### config.mk
export PLATFORM = sky130hd
export DESIGN_NAME = trace_fifo
export DESIGN_NICKNAME = d
export VERILOG_FILES = /design/src/rtl/trace_fifo.sv
export SDC_FILE = /design/constraint.sdc
export NUM_CORES = 1
export LEC_CHECK = 0
export ABC_AREA = 1
export CAP_MARGIN = 20
export CELL_PAD_IN_SITES_DETAIL_PLACEMENT = 1
export CELL_PAD_IN_SITES_GLOBAL_PLACEMENT = 1
export CORE_MARGIN = 1
export CORE_UTILIZATION = 36
export CTS_BUF_LIST = sky130_fd_sc_hd__clkbuf_4 sky130_fd_sc_hd__clkbuf_8 sky130_fd_sc_hd__clkbuf_16
export DETAILED_ROUTE_END_ITERATION = 7
export PLACE_DENSITY = 0.7
export SLEW_MARGIN = 0
export SYNTH_ARGS = -nofsm -noshare
export SYNTH_HDL_FRONTEND = slang
export SYNTH_SLANG_ARGS = --single-unit
### constraint.sdc
create_clock -name clk -period 4.6 [get_ports clk]
set_clock_uncertainty 0.1 [all_clocks]
set_input_delay 0.92 -clock clk [delete_from_list [all_inputs] [get_ports clk]]
set_output_delay 0.92 -clock clk [all_outputs]
set_load 0.005 [all_outputs]
### src/rtl/trace_fifo.sv
// -----------------------------------------------------------------------------
// trace_fifo
// Synchronous FIFO holding expected trace records. Pointers carry one extra
// wrap bit so full/empty come straight from a pointer compare.
// Ports:
//   clk, reset      : clock, synchronous active-high reset (empties the FIFO)
//   i_push, i_din   : write request and data (ignored when full)
//   i_pop           : read request (ignored when empty)
//   o_dout          : head record (valid when !o_empty)
//   o_full, o_empty : occupancy flags
// -----------------------------------------------------------------------------
module trace_fifo #(
    parameter int DEPTH = 16,
    parameter int W     = 41
) (
    input  logic         clk,
    input  logic         reset,
    input  logic         i_push,
    input  logic [W-1:0] i_din,
    input  logic         i_pop,
    output logic [W-1:0] o_dout,
    output logic         o_full,
    output logic         o_empty
);

    localparam int AW = $clog2(DEPTH);

    logic [W-1:0]  r_mem [DEPTH];
    logic [AW:0]   r_wr_ptr;
    logic [AW:0]   r_rd_ptr;
    logic          w_push_ok;
    logic          w_pop_ok;

    assign o_empty   = (r_wr_ptr == r_rd_ptr);
    assign o_full    = (r_wr_ptr[AW] != r_rd_ptr[AW]) &&
                       (r_wr_ptr[AW-1:0] == r_rd_ptr[AW-1:0]);
    assign w_push_ok = i_push && !o_full;
    assign w_pop_ok  = i_pop && !o_empty;
    assign o_dout    = r_mem[r_rd_ptr[AW-1:0]];

    // NOTE: storage is deliberately left out of reset; the pointers alone
    // define which entries are live, so clearing the array buys nothing.
    always_ff @(posedge clk) begin
        if (w_push_ok) begin
            r_mem[r_wr_ptr[AW-1:0]] <= i_din;
        end
    end

    // NOTE: state uses non-blocking assignments so every register samples
    // the pre-edge values of its peers, whatever the block ordering.
    always_ff @(posedge clk) begin
        if (reset) begin
            r_wr_ptr <= '0;
            r_rd_ptr <= '0;
        end else begin
            if (w_push_ok) r_wr_ptr <= r_wr_ptr + (AW+1)'(1);
            if (w_pop_ok)  r_rd_ptr <= r_rd_ptr + (AW+1)'(1);
        end
    end

endmodule

# Word level (Yosys, flattened, before mapping)
# Memory sizes are Yosys's and may differ from the RTL's. A register that Yosys moved wholly into a read port is not among the register bits.
# Cells that the tools add are included.
[word_totals]
n_memories = 1
ff_bits = 10
out_inout_bits = 43
mem_bits_rw = 656
in_bits = 45
[classes]
n_addsub = 2
muxes = 4
eq_ne = 3
n_reduce_logical = 5
[mem_list]
columns = ["name", "words", "word_bits", "read_ports", "rd_ports_with_merged_regs", "write_ports", "line", "rtl"]
rows = [
  ["r_mem", 16, 41, 1, 1, 1, "28", "logic [W-1:0] r_mem [DEPTH];"],
]
[ops]
columns = ["cell", "count"]
rows = [
  ["adder 5 x 1 -> 5 bit, second input constant", 2],
  ["2-to-1 mux 4 bit", 2],
  ["equality test 5 bit", 1],
  ["equality test 4 bit", 1],
  ["logical AND 1 bit", 3],
  ["zero test 1 bit", 2],
  ["2-to-1 mux 1 bit", 2],
  ["inequality test 1 bit", 1],
]

# Depth between registers and ports, before layout
[logic_depth]
depth_word = 6
depth_mapped = 10
depth_no_buf = 9

# Worst setup path before layout
# OpenSTA, ideal clock, no wires.
[synth_timing]
kind = "input port to flip-flop"
from = "in i_push"
to = "mem r_mem[11][0] (enable)"
required_time_ns = 4.010
setup_ns = 0.490
path_stages = 2
arrival_time_ns = 3.886
slack_ns = 0.124
n_path_buf = 0
path_cell_list = "nand2_1 -> nor3_1"
[synth_between]
elab_chain_cells = 3
[synth_rtl]
columns = ["item", "line", "rtl"]
rows = [
  ["start, declared", "18", "input logic i_push,"],
  ["logical AND 1 bit", "37", "assign w_push_ok = i_push && !o_full;"],
  ["2-to-1 mux 1 bit", "44", "if (w_push_ok) begin"],
  ["2-to-1 mux 1 bit (implied by the code)", "45", "r_mem[r_wr_ptr[AW-1:0]] <= i_din;"],
  ["end, declared", "28", ""],
]
# No other way between the ends.

==> impl_summary.md <==
Outcome
The flow ran to the end, and the final reports show no timing, DRC or antenna violations.

Placement
The congestion estimate from routability-driven global placement came to roughly 0.76. The post-detailed-placement half-perimeter wirelength is 37,700 µm. During placement, the flow inserted port buffers numbering between 80 and 90.

The placement-stage worst setup slack is 1175 ps.

Critical path
STA classifies the critical path endpoint as a primary output. The required time at the endpoint of the critical path is between 3000 and 4000 ps. The nature of the critical path startpoint is a flip-flop. The largest fanout on the critical path is 62.

Data arrives at the worst endpoint at a little over 3000 ps. The stage delay of the slowest cell on the critical path is just over 800 ps. The category of the most critical setup path is reg -> out. The library cell appearing most often on the critical path is nand3_1. Traced cell by cell, the critical path runs through buf_12 -> o211ai_1 -> nand3_1 -> nand3_1 -> nand2_1 -> clkdlybuf4s50_1. The slowest stage of the critical path belongs to the cell dfxtp_4.

Clock tree
The H-tree depth reported by CTS is 3. The clock network latency to the later pin of the worst-skew pair is slightly above 600 ps. For this design, the CTS-stage hold fixing added 0 buffers.

In this run the deepest clock path goes through 3 buffers. TritonCTS built the clock tree. The number of clock buffers added by TritonCTS is 72.

Clock tree synthesis selected as its root buffer the cell clkbuf_16. Post-CTS timing repair inserted 0 buffers for setup. The number of sinks on the clock net is 670. The count of cells resized by post-cts repair is 0. After clock tree synthesis, the clock-pin slew on the worst setup and hold paths is 60 ps.

Floorplan
Measured along the y axis, the die boundary spans between 200 and 300 µm. The total die area is between 70,000 and 80,000 µm². The count of boundary I/O pins is 88. The floorplan has slightly above 100 rows. Once the floorplan was initialized, standard cells occupied 36.32% of the core. The floorplan core area is between 70,000 and 80,000 µm². The die width is between 200 and 300 µm.

Final layout
0 antenna diodes ended up in the layout. The area growth from synthesis to layout is 14.75%. Cells fill a little over two fifths of the core in the end.

The net total in the final layout is about 2,300. The fill cell total of the finished layout is slightly below 8,000. The proportion of layout cells with a drive suffix above 1 is 7.396%.

Routing
The final wirelength is between 60,000 and 70,000 µm. The pre-antenna-repair detailed-routing pass consisted of 5 iterations. The antenna violation net count after detailed routing is 0. The detailed-route DRC error count is 0. Summing over every cut layer, the via total after detailed routing is 17,030. The routed length per placed instance is 21.11 µm. Using the TritonRoute via totals, the vias-per-cell ratio works out to 5.177.

In this run, the number of DRC markers left after iteration 0 of detailed routing was between 1,000 and 1,500.

Yosys
Summing every instance area after synthesis gives about 28,000 µm². The largest total area in the synthesized netlist belongs to edfxtp_1. Yosys attributes the largest share of cell area to edfxtp_1, inv_1, nand3_1. Summing the sequential cell areas from Yosys gives around 73% of the chip area. Synthesis inferred 670 register bits. The fraction of synthesized cell area taken by the top area cell type is slightly above 70%. Yosys printed 0 warnings. The average instance area after synthesis is between 10 and 15 µm². Synthesis produced a netlist with a net count of approximately 2,200.

The gate count of the mapped netlist is ~2,200. The number of library cell types mapped by synthesis is 24.

Timing
At the pin with the least slew margin, the transition time is about 940 ps. Across all hold checks on the routed design, the worst slack comes to about 450 ps. The final number of max-transition violations was 0. The fmax is around 250 MHz. The final sum of negative setup slack is 0 ps. Setup violations remaining at the end of the flow were counted as 0. Setup repair after global routing left no endpoint under its margin. The worst path in the final design needs a cycle of 4041 ps, including I/O delays and setup. The setup slack of the critical path after layout is about 560 ps. The final period utilization is between 80 and 90%.

The final number of hold-violating endpoints was 0. The relative max-transition margin is 37.49%.

GRT
Global routing finished with a remaining overflow of 0. Global routing used about 31% of the available met2 tracks. The via count of the first global-routing pass is between 15,000 and 20,000. The most heavily used metal layer in global routing is met2. Entering global routing, the biggest net connects 149 pins. The first global-routing pass estimated about 110,000 µm of wire.

The overall global routing resource usage is about 18%. The number of antenna violations at the first check in global routing was 2. The routing usage on met1 is between 20% and 30%. The met3 routing resource usage after global routing is between 2 and 3%.

Run
The max-cap violation count is 0.

Power and ir drop
The overall power is about 14 mW. The analysis attributes to cell leakage a power of between 10 and 15 nW. The worst vdd rail ir drop is 0.2650 mV. For this design the ratio of total power to cell area is around 450 nW/µm².

Worst hold path
The path class of the tightest hold or removal check is reg -> reg.
## cells by family after synthesis
group,share of synthesized area [%]
flops,72.55
buf+inv,8.056
xor+xnor,0.03181
fa+ha+maj,0.2272
simple gates,8.528
compound gates,10.60
## cell type report
type,count,area [µm²],share of cell area (%)
inverters,347,1304,4.126
flip-flops and latches,670,19990,63.26
repair buffers,124,1336,4.229
clock buffers,87,1967,6.224
multi-input cells,1042,5445,17.23
clock inverters,42,332.8,1.053
well taps,978,1224,3.872
## per-layer routing
metal	up-vias	part of all wire, %
li1	7908	-
met4	0	2.7
met5	-	0
met2	335	51
met3	131	3.7
met1	8659	43
## per-stage QoR
stage	std cells	instance area [µm²]
floorplan	2195	27540
global placement	3161	29300
detailed placement	3161	29300
CTS	3290	31600
global route	3290	31600
finish	3290	31600
## state kept, by name, summed over array words and instances, names as in the netlist, named ones only
name,count
r_mem,656
r_rd_ptr,5
r_wr_ptr,5
## cells in the mapped netlist, drive strengths merged
master	n
nand2	242
nand3	256
nand3b	1
clkinv	1
a21oi	172
dfxtp	14
ha	5
o211ai	164
buf	81
clkbuf	55
nor3	6
nor2	31
edfxtp	656
xnor2	1
inv	346
o21ai	164
## layout by cell type (no fill, tap or decap), drive strengths merged
cell type and n:
a21oi 172, xnor2 1, clkdlybuf4s50 87, nand2 242
clkbuf 87, o211ai 164, buf 37, nand3b 1
o21ai 164, edfxtp 656, nor2 31, dfxtp 14
nand3 256, bufinv 5, ha 5, nor3 6
inv 347, clkinv 37
## worst paths after layout
path / startpoint / to / slack [ps] / cells after the start
worst max register to register: r_wr_ptr[0]$_SDFFE_PP0P_ / r_mem[10][3]$_DFFE_PP_ / 1880 / 10
worst min register to register: r_rd_ptr[4]$_SDFFE_PP0P_ / r_rd_ptr[4]$_SDFFE_PP0P_ / 450 / 2
worst max-delay path: flip-flop / o_dout[20] / 560 / 6
worst min-delay path: r_rd_ptr[4]$_SDFFE_PP0P_ / r_rd_ptr[4]$_SDFFE_PP0P_ / 450 / 2
## report_power, final
| part | leakage, nW | internal (mW) | switching (mW) |
|---|---|---|---|
| clock network | 1.15 | 3.33 | 2.36 |
| registers | 6.04 | 6.78 | 0.0679 |
| logic | 3.85 | 0.615 | 0.993 |
| total | 11.1 | 10.7 | 3.42 |
## critical path, delay by kind of cell, from the launching register on
| family | cells | cell delay (ps) |
|---|---|---|
| simple gates | 3 | 470 |
| buf+inv | 2 | 900 |
| compound gates | 1 | 150 |
| flops | 1 | 810 |
(Power assumes the default switching activity.)
